==> src/rtl/sync_fifo_flags_if.sv <==
// Handshake and status bundle for sync_fifo_flags.
// Producer side: flush, wr_en, wr_data in; wr_full, almost_full, overflow out.
// Consumer side: rd_en in; rd_data, rd_valid, rd_empty, almost_empty,
// underflow, count out.
// The slave modport is the FIFO's view; the master modport is the user's view.
interface sync_fifo_flags_if #(
  parameter int unsigned DATA_WIDTH = 16,
  parameter int unsigned ADDR_WIDTH = 3
);
  logic                  flush;
  logic                  wr_en;
  logic [DATA_WIDTH-1:0] wr_data;
  logic                  wr_full;
  logic                  almost_full;
  logic                  overflow;
  logic                  rd_en;
  logic [DATA_WIDTH-1:0] rd_data;
  logic                  rd_valid;
  logic                  rd_empty;
  logic                  almost_empty;
  logic                  underflow;
  logic [ADDR_WIDTH:0]   count;

  modport master (
    output flush, wr_en, wr_data, rd_en,
    input  wr_full, almost_full, overflow,
    input  rd_data, rd_valid, rd_empty, almost_empty, underflow, count
  );

  modport slave (
    input  flush, wr_en, wr_data, rd_en,
    output wr_full, almost_full, overflow,
    output rd_data, rd_valid, rd_empty, almost_empty, underflow, count
  );
endinterface

==> src/rtl/sync_fifo_flags.sv <==
// Single-clock FIFO with occupancy count, almost-full/almost-empty
// thresholds, sticky overflow/underflow flags and synchronous flush.
// FWFT=1 presents the head word combinationally (show-ahead);
// FWFT=0 registers the popped word and strobes rd_valid for one cycle.
// Ports: clk, reset (sync, active-low), fifo (sync_fifo_flags_if.slave).
module sync_fifo_flags #(
  parameter int unsigned DATA_WIDTH = 16,
  parameter int unsigned ADDR_WIDTH = 3,
  parameter int unsigned AF_LEVEL   = (1 << ADDR_WIDTH) - 2,
  parameter int unsigned AE_LEVEL   = 1,
  parameter int unsigned FWFT       = 1
) (
  input logic               clk,
  input logic               reset,
  sync_fifo_flags_if.slave  fifo
);

  localparam int unsigned DEPTH = 1 << ADDR_WIDTH;
  localparam int unsigned PTR_W = ADDR_WIDTH + 1;

  logic [DATA_WIDTH-1:0] mem [DEPTH];
  logic [PTR_W-1:0]      wr_ptr;
  logic [PTR_W-1:0]      rd_ptr;
  logic [PTR_W-1:0]      count_c;
  logic                  full_c;
  logic                  empty_c;
  logic                  wr_acc_c;
  logic                  rd_acc_c;
  logic                  overflow_q;
  logic                  underflow_q;

  // Occupancy and flags decode straight from the registered pointers.
  always_comb begin
    count_c  = wr_ptr - rd_ptr;
    full_c   = (count_c == PTR_W'(DEPTH));
    empty_c  = (count_c == '0);
    wr_acc_c = fifo.wr_en && !full_c;
    rd_acc_c = fifo.rd_en && !empty_c;
  end

  assign fifo.count        = count_c;
  assign fifo.wr_full      = full_c;
  assign fifo.rd_empty     = empty_c;
  assign fifo.almost_full  = (count_c >= PTR_W'(AF_LEVEL));
  assign fifo.almost_empty = (count_c <= PTR_W'(AE_LEVEL));
  assign fifo.overflow     = overflow_q;
  assign fifo.underflow    = underflow_q;

  // Storage array; deliberately not reset.
  always_ff @(posedge clk) begin
    if (reset && !fifo.flush && wr_acc_c) begin
      mem[wr_ptr[ADDR_WIDTH-1:0]] <= fifo.wr_data;
    end
  end

  // Pointers and sticky error flags.
  always_ff @(posedge clk) begin
    if (!reset) begin
      wr_ptr      <= '0;
      rd_ptr      <= '0;
      overflow_q  <= 1'b0;
      underflow_q <= 1'b0;
    end else if (fifo.flush) begin
      wr_ptr      <= '0;
      rd_ptr      <= '0;
      overflow_q  <= 1'b0;
      underflow_q <= 1'b0;
    end else begin
      if (wr_acc_c) wr_ptr <= wr_ptr + PTR_W'(1);
      if (rd_acc_c) rd_ptr <= rd_ptr + PTR_W'(1);
      if (fifo.wr_en && full_c)  overflow_q  <= 1'b1;
      if (fifo.rd_en && empty_c) underflow_q <= 1'b1;
    end
  end

  generate
    if (FWFT != 0) begin : g_show_ahead
      // Head word is always visible; rd_en only acknowledges the pop.
      assign fifo.rd_data  = mem[rd_ptr[ADDR_WIDTH-1:0]];
      assign fifo.rd_valid = !empty_c;
    end else begin : g_registered
      logic [DATA_WIDTH-1:0] rd_data_q;
      logic                  rd_valid_q;

      // Popped word is captured; rd_data holds when nothing is popped.
      always_ff @(posedge clk) begin
        if (!reset) begin
          rd_data_q  <= '0;
          rd_valid_q <= 1'b0;
        end else if (fifo.flush) begin
          rd_valid_q <= 1'b0;
        end else begin
          rd_valid_q <= rd_acc_c;
          if (rd_acc_c) rd_data_q <= mem[rd_ptr[ADDR_WIDTH-1:0]];
        end
      end

      assign fifo.rd_data  = rd_data_q;
      assign fifo.rd_valid = rd_valid_q;
    end
  endgenerate

endmodule

==> src/flat_wrapper.sv <==
// flat-port wrapper written by rule: the top's interface ports become plain ports
module sync_fifo_flags_flat 
#(
  parameter int unsigned DATA_WIDTH = 16,
  parameter int unsigned ADDR_WIDTH = 3,
  parameter int unsigned AF_LEVEL   = (1 << ADDR_WIDTH) - 2,
  parameter int unsigned AE_LEVEL   = 1,
  parameter int unsigned FWFT       = 1
)
  (clk, reset, fifo_flush, fifo_wr_en, fifo_wr_data, fifo_rd_en, fifo_wr_full, fifo_almost_full, fifo_overflow, fifo_rd_data, fifo_rd_valid, fifo_rd_empty, fifo_almost_empty, fifo_underflow, fifo_count);
  sync_fifo_flags_if #(.DATA_WIDTH(DATA_WIDTH), .ADDR_WIDTH(ADDR_WIDTH)) fifo_i ();
  input logic clk;
  input logic reset;
  input wire logic [$bits(fifo_i.flush)-1:0] fifo_flush;
  input wire logic [$bits(fifo_i.wr_en)-1:0] fifo_wr_en;
  input wire logic [$bits(fifo_i.wr_data)-1:0] fifo_wr_data;
  input wire logic [$bits(fifo_i.rd_en)-1:0] fifo_rd_en;
  output wire logic [$bits(fifo_i.wr_full)-1:0] fifo_wr_full;
  output wire logic [$bits(fifo_i.almost_full)-1:0] fifo_almost_full;
  output wire logic [$bits(fifo_i.overflow)-1:0] fifo_overflow;
  output wire logic [$bits(fifo_i.rd_data)-1:0] fifo_rd_data;
  output wire logic [$bits(fifo_i.rd_valid)-1:0] fifo_rd_valid;
  output wire logic [$bits(fifo_i.rd_empty)-1:0] fifo_rd_empty;
  output wire logic [$bits(fifo_i.almost_empty)-1:0] fifo_almost_empty;
  output wire logic [$bits(fifo_i.underflow)-1:0] fifo_underflow;
  output wire logic [$bits(fifo_i.count)-1:0] fifo_count;
  assign fifo_i.flush = fifo_flush;
  assign fifo_i.wr_en = fifo_wr_en;
  assign fifo_i.wr_data = fifo_wr_data;
  assign fifo_i.rd_en = fifo_rd_en;
  assign fifo_wr_full = fifo_i.wr_full;
  assign fifo_almost_full = fifo_i.almost_full;
  assign fifo_overflow = fifo_i.overflow;
  assign fifo_rd_data = fifo_i.rd_data;
  assign fifo_rd_valid = fifo_i.rd_valid;
  assign fifo_rd_empty = fifo_i.rd_empty;
  assign fifo_almost_empty = fifo_i.almost_empty;
  assign fifo_underflow = fifo_i.underflow;
  assign fifo_count = fifo_i.count;
  sync_fifo_flags #(.DATA_WIDTH(DATA_WIDTH), .ADDR_WIDTH(ADDR_WIDTH), .AF_LEVEL(AF_LEVEL), .AE_LEVEL(AE_LEVEL), .FWFT(FWFT)) u_core (.clk(clk), .reset(reset), .fifo(fifo_i));
endmodule
==> config.mk <==
export PLATFORM = sky130hd
export DESIGN_NAME = sync_fifo_flags_flat
export DESIGN_NICKNAME = d
export VERILOG_FILES = /design/src/rtl/sync_fifo_flags_if.sv /design/src/rtl/sync_fifo_flags.sv /design/src/flat_wrapper.sv
export SDC_FILE = /design/constraint.sdc
export NUM_CORES = 1
export LEC_CHECK = 0
export BUFFER_PORTS_ARGS = -buffer_cell sky130_fd_sc_hd__buf_2
export CAP_MARGIN = 20
export CORE_AREA = 3 3 127 160
export DETAILED_ROUTE_END_ITERATION = 10
export DIE_AREA = 0 0 130 163
export GPL_TIMING_DRIVEN = 1
export PLACE_DENSITY = 0.54
export SETUP_SLACK_MARGIN = 0.05
export SLEW_MARGIN = 20
export SYNTH_ARGS = -nofsm -noshare
export SYNTH_HDL_FRONTEND = slang
export SYNTH_SLANG_ARGS = --single-unit
==> constraint.sdc <==
create_clock -name clk -period 3.4 [get_ports clk]
set_input_delay 0.68 -clock clk [delete_from_list [all_inputs] [get_ports clk]]
set_output_delay 0.68 -clock clk [all_outputs]
set_load 0.01 [all_outputs]
# Yosys cells after proc, flatten, opt, wreduce, memory -nomap -nowiden
# Memories as Yosys holds them, arrays and structs flattened. A register that Yosys moved wholly into a read port is not among the register bits.
# Cells that the tools add are included.
op_classes:
  add_sub_neg: 3
  magnitude_cmp: 2
  eq_ne: 1
  muxes: 4
  bitwise: 1
  n_reduce_logical: 11
op_table:
  columns: ["cell", "n"]
  rows:
  - ["adder 4 x 1 -> 4 bit (second input constant)", 2]
  - ["logical AND 1 bit", 6]
  - ["2-to-1 mux 3 bit", 2]
  - ["equality test 4 bit (second input constant)", 1]
  - ["greater-or-equal comparator 4 x 3 -> 1 bit (second input constant)", 1]
  - ["<= comparator 4 x 1 -> 1 bit (second input constant)", 1]
  - ["logical NOT 4 bit", 1]
  - ["subtractor 4 bit", 1]
  - ["logical NOT 1 bit", 3]
  - ["2-to-1 mux 1 bit", 2]
  - ["OR reduction 2 bit", 1]
  - ["inverter 1 bit", 1]
totals:
  regBits: 10
  ramBits: 128
  input_bits: 21
  output_inout_bits: 27
  wordCells: 27
  memories: 1
memory_table:
  columns: ["memory", "words", "word_bits", "rd", "rd_clocked_by_memory_dff", "wr", "line", "text"]
  rows:
  - ["u_core.mem", 8, 16, 1, 1, 1, "sync_fifo_flags.sv:21", "logic [DATA_WIDTH-1:0] mem [DEPTH];"]

# Longest topological paths before layout
logic_depth:
  ltp_word: 7
  mapped_depth: 11
  depth_no_buf: 11

# Worst setup path after synthesis
# Ideal clock, no wire load.
synth_timing:
  kind: "flip-flop to flip-flop"
  from: "register u_core.wr_ptr[0]"
  to: "memory u_core.mem[2][0] (enable)"
  setup_ns: 0.430
  t_arrival_ns: 3.188
  required_time_ns: 2.970
  slack_ns: -0.218
  path_stages_with_launch: 11
  path_buffers: 0
  period_less_slack_ns: 3.618
  cell_sequence: "dfxtp_1 -> inv_1 -> ha_1 -> inv_1 -> fa_1 -> xnor2_1 -> inv_2 -> nor3_2 -> o21ai_4 -> nand3_1 -> nor4_1"
synth_between:
  elab_chain_len: 7
synth_rtl:
  columns: ["item", "line", "text"]
  rows:
  - ["from (decl)", "sync_fifo_flags.sv:22", "logic [PTR_W-1:0] wr_ptr;"]
  - ["from (signal assigned)", "sync_fifo_flags.sv:69", "if (wr_acc_c) wr_ptr <= wr_ptr + PTR_W'(1);"]
  - ["subtractor 4 bit", "sync_fifo_flags.sv:34", "count_c = wr_ptr - rd_ptr;"]
  - ["named net fifo_count[2]", "flat_wrapper.sv:26", "output wire logic [$bits(fifo_i.count)-1:0] fifo_count;"]
  - ["equality test 4 bit", "sync_fifo_flags.sv:35", "full_c = (count_c == PTR_W'(DEPTH));"]
  - ["logical NOT 1 bit", "sync_fifo_flags.sv:37", "wr_acc_c = fifo.wr_en && !full_c;"]
  - ["logical AND 1 bit", "sync_fifo_flags.sv:37", null]
  - ["logical AND 1 bit", "sync_fifo_flags.sv:51", "if (reset && !fifo.flush && wr_acc_c) begin"]
  - ["2-to-1 mux 1 bit", "sync_fifo_flags.sv:51", null]
  - ["2-to-1 mux 1 bit (not written as such)", "sync_fifo_flags.sv:52", "mem[wr_ptr[ADDR_WIDTH-1:0]] <= fifo.wr_data;"]
  - ["to (decl)", "sync_fifo_flags.sv:21", null]
# The timed path passes the listed nets, and every way through them passes these cells.

# Worst setup path after layout
layout_timing:
  from: "register u_core.wr_ptr[0]"
  to: "output fifo_rd_valid"
layout_between:
  elab_chain_len: 3
layout_rtl:
  columns: ["item", "line", "text"]
  rows:
  - ["subtractor 4 bit", "sync_fifo_flags.sv:34", null]
  - ["logical NOT 4 bit", "sync_fifo_flags.sv:36", "empty_c = (count_c == '0);"]
  - ["logical NOT 1 bit", "sync_fifo_flags.sv:80", "assign fifo.rd_valid = !empty_c;"]
  - ["to (decl)", "flat_wrapper.sv:22", "output wire logic [$bits(fifo_i.rd_valid)-1:0] fifo_rd_valid;"]
# Every way passes these cells.

==> results.yml <==
outcome:
  status: "finished, final reports clean"
power:
  design_power_total_mw: 3.66
  peakVddDrop_mv: 0.295
  p_leak_nw: 2.21
  power.density_mw_per_mm2: 538
routing:
  vias: 2820
  ant_nets: 0
  via_per_inst: 4.71
  detail_route.wirelength_um: 11000
  drt_iter0_drc: 208
  avgRoutedWirePerCell_um: 18.3
  drt-pass1-iter-count: 4
  drc_errors: 0
timing:
  drv_slew: 0
  fin_crit_sh: 0.943
  setup_viol: 0
  tightest_slew_ns: 0.509
  rsz0062_at_grt: "false"
  timing.hold.ws_ns: 0.472
  finClkSkew_ns: 0.00503
  hold_violations: 0
  max-slew-margin-rel: 0.661
  fin_crit_ns: 3.21
  fmax_mhz: 312
  fin_ws_ns: 0.192
min_path:
  holdCritPathClass: "reg2reg"
cts:
  clock_path_buffers: 2
  clkLatencyLatePin_ns: 0.41
  htreeDepth: 4
  cts_root_buf: "clkbuf_16"
  numCtsBuffers: 17
  cts_sinks: 141
  cts_tree: "done"
  ctsHoldBuffers: 0
  clkTransAtPathRegs_ns: 0.05
final_layout:
  final_cell_mix: "128 x edfxtp_1, 47 x buf_2, 32 x mux4_2"
  postLayoutCellArea_mm2: 0.00680
  num-nets-final: 382
  diodes: 0
  final_common_cell: "edfxtp_1"
  drive_gt1_frac: 0.414
  area_growth_pct: 19.9
  post-route-util: 0.361
yosys:
  ys_seq_elements: 141
  synth_mux_area_frac: 0.159
  synth_seq_area_share: 0.724
  avgSynthCellArea_um2: 19.6
  ys_warn_count: 0
  synthAdderAreaFrac: 0.0146
  synth_cell_types: 42
  synth_top_family_by_area: "multiplexers"
  synth_fp_nets: 316
  syn_area_mm2: 0.00567
  synth_compound_area_frac: 0.0260
  synth_area_leader_cell: "edfxtp_1"
  syn-instance-count: 289
  synth-xor-area-share: 0.0139
  synth_top_area_share: 0.678
  synth.top_cells.by_area: "edfxtp_1 68%, mux4_2 13%, dfxtp_1 4.6%"
  synthSimpleGateAreaFrac: 0.0452
die:
  die_x_um: 130
  start_util: 0.301
  die_h_um: 163
  core_mm2: 0.0188
  dieArea_mm2: 0.0212
  ios: 48
  num_rows: 56
placement:
  dp_hpwl_um: 6580
  port_buffers: 47
  gp_congestion: 0.795
  pre_cts_slack_ns: 0.433
  placed_area_mm2: 0.00628
setup_path:
  critical_path_class: "reg2out"
  reg2reg_setup_slack_ns: 0.53
  crit_start: "u_core.wr_ptr[0]"
  rr_endpoint: "u_core.mem[5][9]"
  crit_path_max_fanout: 8
  critPathCapture: "fifo_rd_valid"
  crit_arrival_ns: 2.53
  startpoint_type: "flip-flop"
  reg2reg_from: "u_core.wr_ptr[0]"
  cp-end-kind: "primary output"
  reg2reg_depth: 12
  required_ns: 2.72
global_routing:
  grt_pass1_wl_um: 17300
  antenna_found_initial: 0
  grt_overflow_total: 0
  grt_pass1_vias: 3120
  grtUsageTotal: 0.113
  grt_max_degree: 33
job:
  maxCapViolCount: 0
[kinds of logic after synthesis]
| logic type | after synthesis |
|---|---|
| buf+inv | 22 |
| mux | 48 |
| flops | 141 |
| simple gates | 44 |
| fa+ha+maj | 6 |
| xor+xnor | 6 |
| compound gates | 22 |
[timing repair]
item | in CTS | in global routing
buffers inserted | 0 | 1
endpoints found under the setup margin | 3 | 3
resized for setup | 1 | 4
pin swaps | 0 | 1
hold endpoints to repair | 0 | 0
[sequential cells by signal, indices dropped and copies added, names as in the netlist, named ones only]
register and count:
u_core.fifo.overflow 1, u_core.mem 128, u_core.rd_ptr 4, u_core.fifo.underflow 1, u_core.wr_ptr 4
[metrics by stage]
step	setup TNS [ns]	std cells
floorplan	-2.90	289
global placement	0	567
detailed placement	0	567
CTS	0	598
global route	0	599
finish	0	599
[how the worst min path moves through the flow]
stage | from | slack, ns | cells after the start | to
floorplan | u_core.rd_ptr[1] | 0.50 | 2 | flip-flop
global placement | u_core.fifo.overflow | 0.45 | 2 | u_core.fifo.overflow
detailed placement | u_core.fifo.underflow | 0.46 | 2 | u_core.fifo.underflow
CTS | u_core.fifo.underflow | 0.48 | 2 | u_core.fifo.underflow
global route | fifo_wr_data[15] | 0.53 | 1 | u_core.mem[1][15]
finish | u_core.fifo.underflow | 0.47 | 2 | u_core.fifo.underflow
[routing by layer]
layer	track usage	vias to the layer above	share of wire	wire length [um]
met5	0	-	0	0
met4	0.0421	0	0.012	134
met3	0.0361	15	0.043	473
met2	0.191	59	0.54	5880
met1	0.133	1442	0.41	4470
li1	-	1304	-	-
[Yosys cell counts (all sizes together)]
master / count
xor2: 2
nand3: 5
and3b: 1
nand2b: 1
or3: 5
nor4: 2
fa: 1
a21o: 1
mux4: 32
nor3: 10
nor2: 8
ha: 5
edfxtp: 128
o31ai: 1
a21oi: 10
xnor2: 4
buf: 6
o211ai: 2
dfxtp: 13
clkbuf: 6
nand2: 7
a221oi: 1
nor2b: 1
o21ai: 7
nand3b: 1
nand4: 3
inv: 10
mux2: 16
[worst max-delay path, stage by stage (launching register included)]
cell,delay [ns]
dfxtp_4,0.38
inv_1,0.13
ha_1,0.19
inv_1,0.06
fa_1,0.40
xnor2_2,0.25
nand3_1,0.24
nor3_4,0.27
inv_1,0.05
buf_2,0.14
[power breakdown]
group / total, mW / switching [mW] / internal, mW
clock network: 1.54 / 0.630 / 0.906
logic: 0.214 / 0.117 / 0.0965
registers: 1.91 / 0.00686 / 1.90
total: 3.66 / 0.755 / 2.90
[final cells by class]
| cell class | instances | area (um^2) |
|---|---|---|
| inverters | 10 | 40.0 |
| flip-flops and latches | 141 | 4110 |
| multi-input cells | 126 | 1530 |
| clock inverters | 11 | 53.8 |
| repair buffers | 59 | 338 |
| clock buffers | 20 | 437 |
| fillers | 1733 | 12100 |
| well taps | 232 | 290 |
(Power assumes the default switching activity.)
